`src/rtl/fpu_addsub_pipe.sv`:
```
// Three-stage IEEE-754 style adder/subtractor (flush-to-zero, round-to-nearest-even), latency 3 cycles.
// Valid/ready pipeline: each stage advances when empty or drained; in_ready falls only when all three stages hold data.
module fpu_addsub_pipe #(
  parameter int EXP_W = 8,
  parameter int MAN_W = 23,
  localparam int W = 1 + EXP_W + MAN_W
) (
  input  logic         clk,
  input  logic         rst_n,
  input  logic         in_valid,
  output logic         in_ready,
  input  logic [W-1:0] a,
  input  logic [W-1:0] b,
  input  logic         op,
  output logic         out_valid,
  input  logic         out_ready,
  output logic [W-1:0] result,
  output logic [3:0]   flags
);

  localparam int MW   = MAN_W + 4;  // hidden, fraction, G, R, S
  localparam int SW   = MAN_W + 5;
  localparam int XW   = 16;
  localparam int EMAX = (1 << EXP_W) - 1;
  localparam logic [W-1:0] QNAN = {1'b0, {EXP_W{1'b1}}, 1'b1, {(MAN_W-1){1'b0}}};

  logic r_live;
  logic r1_vld, r2_vld, r3_vld;
  logic w_ld1, w_ld2, w_ld3, w_acc;

  assign w_ld3     = !r3_vld || out_ready;
  assign w_ld2     = !r2_vld || w_ld3;
  assign w_ld1     = !r1_vld || w_ld2;
  assign in_ready  = r_live && w_ld1;
  assign w_acc     = in_valid && in_ready;
  assign out_valid = r3_vld;

  // ---------------- S1: unpack, classify, swap, align ----------------
  logic               w_sa, w_sb;
  logic [EXP_W-1:0]   w_ea, w_eb, w_el, w_es, w_diff;
  logic [MAN_W-1:0]   w_fa, w_fb, w_fl, w_fs;
  logic               w_a_zero, w_b_zero, w_a_inf, w_b_inf, w_a_nan, w_b_nan, w_a_snan, w_b_snan;
  logic               w_a_big, w_sl, w_ss, w_far, w_lost;
  logic [31:0]        w_diff32;
  logic [MW-1:0]      w_lext, w_sext, w_shr, w_sal;
  logic               w_spec;
  logic [W-1:0]       w_spres;
  logic [3:0]         w_spflg;

  assign w_sa     = a[W-1];
  assign w_sb     = b[W-1] ^ op;
  assign w_ea     = a[W-2 -: EXP_W];
  assign w_eb     = b[W-2 -: EXP_W];
  assign w_a_zero = (w_ea == '0);
  assign w_b_zero = (w_eb == '0);
  assign w_fa     = w_a_zero ? '0 : a[MAN_W-1:0];
  assign w_fb     = w_b_zero ? '0 : b[MAN_W-1:0];
  assign w_a_inf  = (&w_ea) && (a[MAN_W-1:0] == '0);
  assign w_b_inf  = (&w_eb) && (b[MAN_W-1:0] == '0);
  assign w_a_nan  = (&w_ea) && (a[MAN_W-1:0] != '0);
  assign w_b_nan  = (&w_eb) && (b[MAN_W-1:0] != '0);
  assign w_a_snan = w_a_nan && !a[MAN_W-1];
  assign w_b_snan = w_b_nan && !b[MAN_W-1];

  assign w_a_big  = {w_ea, w_fa} >= {w_eb, w_fb};
  assign w_sl     = w_a_big ? w_sa : w_sb;
  assign w_ss     = w_a_big ? w_sb : w_sa;
  assign w_el     = w_a_big ? w_ea : w_eb;
  assign w_es     = w_a_big ? w_eb : w_ea;
  assign w_fl     = w_a_big ? w_fa : w_fb;
  assign w_fs     = w_a_big ? w_fb : w_fa;
  assign w_diff   = w_el - w_es;
  assign w_diff32 = 32'(w_diff);

  assign w_lext = {(w_el != '0), w_fl, 3'b000};
  assign w_sext = {(w_es != '0), w_fs, 3'b000};
  assign w_far  = w_diff32 >= 32'(MAN_W + 3);
  assign w_shr  = w_sext >> w_diff;
  assign w_lost = |(w_sext & ~({MW{1'b1}} << w_diff));
  // Far-apart operands only contribute a sticky bit
  assign w_sal  = w_far ? {{(MW-1){1'b0}}, |w_sext} : {w_shr[MW-1:1], w_shr[0] | w_lost};

  always_comb begin
    w_spec  = 1'b0;
    w_spres = '0;
    w_spflg = '0;
    if (w_a_nan || w_b_nan) begin
      w_spec     = 1'b1;
      w_spres    = QNAN;
      w_spflg[3] = w_a_snan || w_b_snan;
    end else if (w_a_inf && w_b_inf) begin
      w_spec = 1'b1;
      if (w_sa != w_sb) begin
        w_spres    = QNAN;
        w_spflg[3] = 1'b1;
      end else begin
        w_spres = {w_sa, {EXP_W{1'b1}}, {MAN_W{1'b0}}};
      end
    end else if (w_a_inf) begin
      w_spec  = 1'b1;
      w_spres = {w_sa, {EXP_W{1'b1}}, {MAN_W{1'b0}}};
    end else if (w_b_inf) begin
      w_spec  = 1'b1;
      w_spres = {w_sb, {EXP_W{1'b1}}, {MAN_W{1'b0}}};
    end else if (w_a_zero && w_b_zero) begin
      w_spec  = 1'b1;
      w_spres = {w_sa & w_sb, {(W-1){1'b0}}};
    end
  end

  logic             r1_spec, r1_sgn, r1_sub;
  logic [W-1:0]     r1_spres;
  logic [3:0]       r1_spflg;
  logic [EXP_W-1:0] r1_exp;
  logic [MW-1:0]    r1_ml, r1_ms;

  always_ff @(posedge clk or negedge rst_n) begin
    if (!rst_n) begin
      r_live   <= 1'b0;
      r1_vld   <= 1'b0;
      r1_spec  <= 1'b0;
      r1_sgn   <= 1'b0;
      r1_sub   <= 1'b0;
      r1_spres <= '0;
      r1_spflg <= '0;
      r1_exp   <= '0;
      r1_ml    <= '0;
      r1_ms    <= '0;
    end else begin
      r_live <= 1'b1;
      if (w_ld1) r1_vld <= w_acc;
      if (w_acc) begin
        r1_spec  <= w_spec;
        r1_sgn   <= w_sl;
        r1_sub   <= w_sl ^ w_ss;
        r1_spres <= w_spres;
        r1_spflg <= w_spflg;
        r1_exp   <= w_el;
        r1_ml    <= w_lext;
        r1_ms    <= w_sal;
      end
    end
  end

  // ---------------- S2: magnitude add/subtract ----------------
  logic [SW-1:0]    w_sum;
  logic             r2_spec, r2_sgn;
  logic [W-1:0]     r2_spres;
  logic [3:0]       r2_spflg;
  logic [EXP_W-1:0] r2_exp;
  logic [SW-1:0]    r2_sum;

  assign w_sum = r1_sub ? ({1'b0, r1_ml} - {1'b0, r1_ms}) : ({1'b0, r1_ml} + {1'b0, r1_ms});

  always_ff @(posedge clk or negedge rst_n) begin
    if (!rst_n) begin
      r2_vld   <= 1'b0;
      r2_spec  <= 1'b0;
      r2_sgn   <= 1'b0;
      r2_spres <= '0;
      r2_spflg <= '0;
      r2_exp   <= '0;
      r2_sum   <= '0;
    end else begin
      if (w_ld2) r2_vld <= r1_vld;
      if (w_ld2 && r1_vld) begin
        r2_spec  <= r1_spec;
        r2_sgn   <= r1_sgn;
        r2_spres <= r1_spres;
        r2_spflg <= r1_spflg;
        r2_exp   <= r1_exp;
        r2_sum   <= w_sum;
      end
    end
  end

  // ---------------- S3: normalise, round, pack ----------------
  logic [7:0]            w_lzc;
  logic [MW-1:0]         w_norm;
  logic signed [XW-1:0]  w_ne, w_fe;
  logic                  w_up, w_inx;
  logic [MAN_W+1:0]      w_rnd;
  logic [MAN_W-1:0]      w_frac;
  logic [W-1:0]          w_res;
  logic [3:0]            w_flg;

  always_comb begin
    w_lzc = '0;
    for (int i = 0; i < MW; i++) begin
      if (r2_sum[i]) w_lzc = 8'(MW - 1 - i);
    end
  end

  always_comb begin
    if (r2_sum[SW-1]) begin
      w_norm = {r2_sum[SW-1:2], r2_sum[1] | r2_sum[0]};
      w_ne   = XW'(r2_exp) + XW'(1);
    end else begin
      w_norm = r2_sum[MW-1:0] << w_lzc;
      w_ne   = XW'(r2_exp) - XW'(w_lzc);
    end
  end

  assign w_inx  = |w_norm[2:0];
  assign w_up   = w_norm[2] && (w_norm[1] || w_norm[0] || w_norm[3]);
  assign w_rnd  = {1'b0, w_norm[MW-1:3]} + (MAN_W+2)'(w_up);
  assign w_fe   = w_rnd[MAN_W+1] ? w_ne + XW'(1) : w_ne;
  assign w_frac = w_rnd[MAN_W+1] ? '0 : w_rnd[MAN_W-1:0];

  always_comb begin
    w_res = '0;
    w_flg = '0;
    if (r2_spec) begin
      w_res = r2_spres;
      w_flg = r2_spflg;
    end else if (!w_norm[MW-1]) begin
      w_res = '0;  // exact cancellation
    end else if (w_fe >= XW'(EMAX)) begin
      w_res = {r2_sgn, {EXP_W{1'b1}}, {MAN_W{1'b0}}};
      w_flg = 4'b0101;
    end else if (w_fe < XW'(1)) begin
      w_res = {r2_sgn, {(W-1){1'b0}}};
      w_flg = 4'b0011;
    end else begin
      w_res = {r2_sgn, w_fe[EXP_W-1:0], w_frac};
      w_flg = {3'b000, w_inx};
    end
  end

  always_ff @(posedge clk or negedge rst_n) begin
    if (!rst_n) begin
      r3_vld <= 1'b0;
      result <= '0;
      flags  <= '0;
    end else begin
      if (w_ld3) r3_vld <= r2_vld;
      if (w_ld3 && r2_vld) begin
        result <= w_res;
        flags  <= w_flg;
      end
    end
  end

endmodule
```
`config.mk`:
```
export PLATFORM = sky130hd
export DESIGN_NAME = fpu_addsub_pipe
export DESIGN_NICKNAME = d
export VERILOG_FILES = /design/src/rtl/fpu_addsub_pipe.sv
export SDC_FILE = /design/constraint.sdc
export NUM_CORES = 1
export LEC_CHECK = 0
export BUFFER_PORTS_ARGS = -buffer_cell sky130_fd_sc_hd__buf_2
export CAP_MARGIN = 30
export CORE_ASPECT_RATIO = 2
export CORE_UTILIZATION = 57
export CTS_BUF_LIST = sky130_fd_sc_hd__clkbuf_8 sky130_fd_sc_hd__clkbuf_16
export DETAILED_ROUTE_END_ITERATION = 12
export PLACE_DENSITY = 0.79
export SETUP_SLACK_MARGIN = 0.1
export SLEW_MARGIN = 10
export SYNTH_ARGS = -nofsm -noshare
export SYNTH_HDL_FRONTEND = slang
export SYNTH_SLANG_ARGS = --single-unit
```
`constraint.sdc`:
```
create_clock -name clk -period 5.4 [get_ports clk]
set_input_delay 0.27 -clock clk [delete_from_list [all_inputs] [get_ports clk]]
set_output_delay 0.27 -clock clk [all_outputs]
set_load 0.03 [all_outputs]
```
==> results.md, run 1 <==
* Dpl hpwl at 50900 um
* Async set or reset register ratio after synthesis at 1.00
* Grt total ovfl at 9
* Flops & latches, synth at 148
* Initial Util at 0.579
* First-pass GRT wire length at 109000 um
* Vias in the first global route at 19000
* Post-place instance area at 18000 um2
* I/O pins at 107
* Status: did not finish
* Die Span Y at 233 um
* Port-buffer cells at 106
* Post-Synthesis Cells at 1997
* Syn Nets at 2159
* Largest net degree at the start of global routing at 72
* Ys Warns at 0
* Synth cell types at 101
* CTS max path bufs at 2
* Rows at 84
* Post-CTS Setup Bufs at 0
* H-tree depth at 4
* Routability Congestion at 1.16
* Sequential cell area fraction in the yosys report at 0.244
* Synthesized area at 15200 um2
* Synth Flop Type: dfrtp_1
* Post-synth EDFFs at 0
* Total track usage at 0.534
* Failing step: global routing (5_1_grt)
* Root buf cell: clkbuf_16
* Error Message: [ERROR GRT-0116] Global routing finished with congestion. Check the congestion regions in the DRC Viewer.
* Pre-CTS WS at -0.563 ns
* # clock sinks at 148
* Mean Syn Cell Area at 7.59 um2
* Cts bufs inserted at 17
* Die Width at 117 um
[logic make-up after synthesis]
group / synth area share
simple gates: 0.226
compound gates: 0.283
buf+inv: 0.0621
flops: 0.244
fa+ha+maj: 0.0778
mux: 0.0703
xor+xnor: 0.0364
other cells: 0.000247
[metal layers]
metal	GRT overflow	track usage
met3	0	0.235
met4	3	0.603
met1	0	0.475
met2	6	0.828
met5	0	0.0118
[per-stage QoR]
step | cells | TNS (ns) | hold slack [ns]
after floorplan | 1997 | 0 | -0.0256
after global placement | 2628 | -9.71 | 0.319
after detailed placement | 2628 | -13.61 | 0.325
after CTS | 2661 | 0 | 0.120
[cell usage after synthesis, drive strengths merged (11+ instances only)]
master / instances / area share
mux2: 37 / 0.027
and2: 32 / 0.013
clkbuf: 85 / 0.021
a22oi: 17 / 0.0084
and3: 17 / 0.0070
buf: 43 / 0.017
mux2i: 49 / 0.032
a22o: 25 / 0.014
ha: 91 / 0.075
or2: 11 / 0.0045
dfrtp: 148 / 0.24
o211ai: 35 / 0.017
nor4: 38 / 0.018
nor2: 200 / 0.050
nor2b: 16 / 0.0066
nor3: 44 / 0.016
o22ai: 28 / 0.012
o21ai: 173 / 0.058
a31oi: 27 / 0.011
o21bai: 12 / 0.0059
a221oi: 12 / 0.0073
nand2: 251 / 0.062
xor2: 16 / 0.0092
a211oi: 24 / 0.013
inv: 97 / 0.024
a21o: 16 / 0.0079
o31ai: 18 / 0.011
nand4: 14 / 0.0058
xnor2: 47 / 0.027
nand3: 41 / 0.014
nand2b: 21 / 0.0087
or3: 15 / 0.0062
a21oi: 147 / 0.050
[repair_timing]
item                                   in CTS
endpoints found under the hold margin      69
hold buffers                                1
setup endpoints to repair                  51
resized for setup                          14
pin swaps                                   1
==> run 2, diff against run 1 <==
- CORE_ASPECT_RATIO: 2 -> default
- CORE_UTILIZATION: 57 -> 40
- CTS_BUF_LIST: sky130_fd_sc_hd__clkbuf_8 sky130_fd_sc_hd__clkbuf_16 -> default
- PLACE_DENSITY: 0.79 -> default
- PLACE_DENSITY_LB_ADDON: default -> 0.15
- SETUP_SLACK_MARGIN: 0.1 -> default
- clock period: 5.4 -> 7 ns (I/O delays scaled with it)
==> run 2 against run 1 <==
The flow now finishes without violations. Synthesized cell count unchanged. Synthesized area is the same.
==> results.md, run 2 <==
* Maximum fanout along the worst path at 15
* FF-to-FF setup slack at 0.88 ns
* Total length of routed wires at 53300 um
* Grt total ovfl at 0
* Synth cell types at 101 (unchanged)
* Critical path required time at 7.33 ns
* Most frequent cell after synthesis: nand2_1 (unchanged)
* Nets at 2208
* Post-Synthesis Cells at 1997 (unchanged)
* Full die area at 38700 um2
* Vias at 15600
* Standby leakage power at 7.27 nW
* Commonest non-fill, non-tap cell in the layout: nand2_1
* Synthesized area at 15200 um2 (unchanged)
* Diodes inserted at 0
* Post-CTS Setup Bufs at 0 (unchanged)
* Largest register FFs at 32
* Vias in the first global route at 14800
* Root buf cell: clkbuf_16 (unchanged)
* Slew HR at 0.368
* Pre-CTS WS at -0.198 ns (was -0.563 ns)
* H-tree depth at 4 (unchanged)
* FMAX at 152 MHz
* Share of layout cells above drive strength 1 at 0.138
* Top-area cell type share of the netlist area at 0.244 (unchanged)
* Logic gate share of total power at 0.641
* Antenna viol nets, final at 0
* P per Cell Area at 379 nW/um2
* Ys Warns at 0 (unchanged)
* Worst-path clk slew at 0.08 ns
* Sw Ratio at 0.524
* 1st-pass router iterations at 9
* Synth area leaders: dfrtp_1 (24%), ha_1 (7.5%), nand2_1 (6.2%) (unchanged)
* VDD IR max at 0.136 mV
* Final setup vio count at 0
* Crit Path Category: in2reg
* Simple-Gate Fraction of Synth Area at 0.226 (unchanged)
* Power, Total at 6.36 mW
* Flops & latches, synth at 148 (unchanged)
* Crit end category: flop
* Synth Area in XOR/XNOR at 0.0364 (unchanged)
* Initial Util at 0.410 (was 0.579)
* Average via count per standard cell at 6.09
* Most flop-heavy register: result
* Cell taking the most area after synthesis: dfrtp_1 (unchanged)
* Mux share of post-synthesis cell area at 0.0703 (unchanged)
* Commonest cells after routing, fill and taps aside: nand2_1 (247), nor2_1 (198), o21ai_0 (167)
* CTS max path bufs at 2 (unchanged)
* Initial antenna violation count at 0
* Async set or reset register ratio after synthesis at 1.00 (unchanged)
* RSZ-0062 raised after global routing: false
* Top cells by count, synth: nand2_1 (250), nor2_1 (198), o21ai_0 (167) (unchanged)
* Hold Violations, Final at 0
* Fin. max-slew vios at 0
* Routability Congestion at 0.990 (was 1.16)
* Die Span Y at 197 um (was 233 um)
* Sequential cell area fraction in the yosys report at 0.244 (unchanged)
* Rows at 70 (was 84)
* Cell area after layout at 16800 um2
* Die Width at 197 um (was 117 um)
* Syn Nets at 2159 (unchanged)
* Synth Area in Adders at 0.0778 (unchanged)
* DRT iter0 DRCs at 1543
* Clock share of power at 0.145
* Largest family of logic cells by synthesized area: compound AO/OA/AOI/OAI gates (unchanged)
* Min Tclk post-route at 6.56 ns
* Largest registers: result: 32 flops, r2_sum: 28 flops, r1_ms: 27 flops
* Mean Syn Cell Area at 7.59 um2 (unchanged)
* CP Launch Type: input pin
* Setup_tns at 0 ns
* Dpl hpwl at 41100 um (was 50900 um)
* Final worst-path cycle share at 0.937
* I/O pins at 107 (unchanged)
* Drt wl/cell at 20.8 um
* Worst-Margin Slew at 0.938 ns
* Cts bufs inserted at 17 (unchanged)
* Port-buffer cells at 106 (unchanged)
* Synth Area in Compound Gates at 0.283 (unchanged)
* # clock sinks at 148 (unchanged)
* Synth Flop Type: dfrtp_1 (unchanged)
* First-pass GRT wire length at 83400 um
* Critical Path AT at 6.89 ns
* Area Overhead vs Synth at 10.8%
* Post-synth EDFFs at 0 (unchanged)
* Seq pwr share at 0.215
* Later-pin clock latency in the skew report at 0.45 ns
* Max-cap violations at 0
* Core area at 37000 um2
* Status: finished, final reports clean (was did not finish)
* CTS tree: built
* Post-place instance area at 16200 um2 (was 18000 um2)
* Final worst slack at 0.438 ns
* Total track usage at 0.274
* # DRC at 0
* P_int at 3.03 mW
* Fin Clk Skew at 0.0135 ns
* Largest net degree at the start of global routing at 81
* Tightest Hold Check Type: in2reg
* Final hold slack at 0.209 ns
* P_sw at 3.33 mW
-- run 2: cell families (layout without fill, tap and decap cells) --
kind of cell / count (synthesis) / count (layout)
buffers and inverters: 226 / 288
AOI/OAI and AO/OA: 646 / 646
xor gates and xnor gates: 63 / 63
other: 1 / 1
DFF: 148 / 148
and+or+nand+nor: 727 / 727
muxes: 93 / 93
adders and majority gates: 93 / 93
-- run 2: routing by layer --
layer | vias up | global-route usage | routed length (um)
li1 | 7400 | - | -
met1 | 7379 | 0.371 | 23600
met2 | 666 | 0.442 | 24200
met3 | 156 | 0.0294 | 3200
met4 | 0 | 0.123 | 2350
met5 | - | 0 | 0
-- run 2: worst paths after layout --
check,start,endpoint,depth (start not counted)
min reg2reg,flags[3],flags[3],2
min in group asynchronous,rst_n,r2_sum[15],2
max in group asynchronous,rst_n,r2_sum[3],4
max,a[25],r1_ms[24],25
min,b[28],r1_exp[5],3
max reg2reg,r2_sum[15],result[8],22
-- run 2: final cells by class --
cell class / count / area [um2]
fillers: 3805 / 20200
multi-input cells: 1623 / 10500
flip-flops and latches: 148 / 3700
repair buffers: 158 / 957
well taps: 504 / 631
clock buffers: 17 / 425
inverters: 98 / 369
clock inverters: 15 / 159
-- run 2: repair_timing --
action / in CTS / in global routing
setup endpoints to repair: 0 / 19
resized for setup: 0 / 3
hold buffers: 1 / 0
endpoints found under the hold margin: 13 / 0
-- run 2: critical path: stages --
cell and delay, ns:
buf_2 0.13, nor4_1 0.48, nand2_2 0.23, buf_4 0.25, and2_1 0.20, ha_1 0.32, a21o_1 0.16, a2111oi_0 0.51
o221ai_1 0.39, a211oi_4 0.28, mux2_2 0.38, ha_1 0.19, nor2_1 0.11, inv_1 0.05, a2111oi_1 0.37, a211oi_1 0.17
o221a_2 0.34, or2_2 0.29, o32ai_1 0.12, a41o_1 0.22, nor2b_1 0.33, o311ai_0 0.24, nor2_1 0.18, nand2_1 0.22
o32ai_1 0.37
-- run 2: power by group through the flow --
stage	Sequential [mW]	Clock [mW]	Combinational, mW
after CTS	1.36	0.941	3.99
after floorplan	1.37	0	2.85
after global placement	1.37	0	3.98
final	1.36	0.919	4.07
after detailed placement	1.37	0	3.98
after global routing	1.39	0.967	4.40
-- run 2: metrics by stage --
step | std cells | util
final | 2563 | 0.454
after global routing | 2563 | 0.454
after CTS | 2562 | 0.453
after detailed placement | 2529 | 0.437
after global placement | 2528 | 0.437
after floorplan | 1997 | -
No activity file was read; power rests on OpenSTA's default activity.
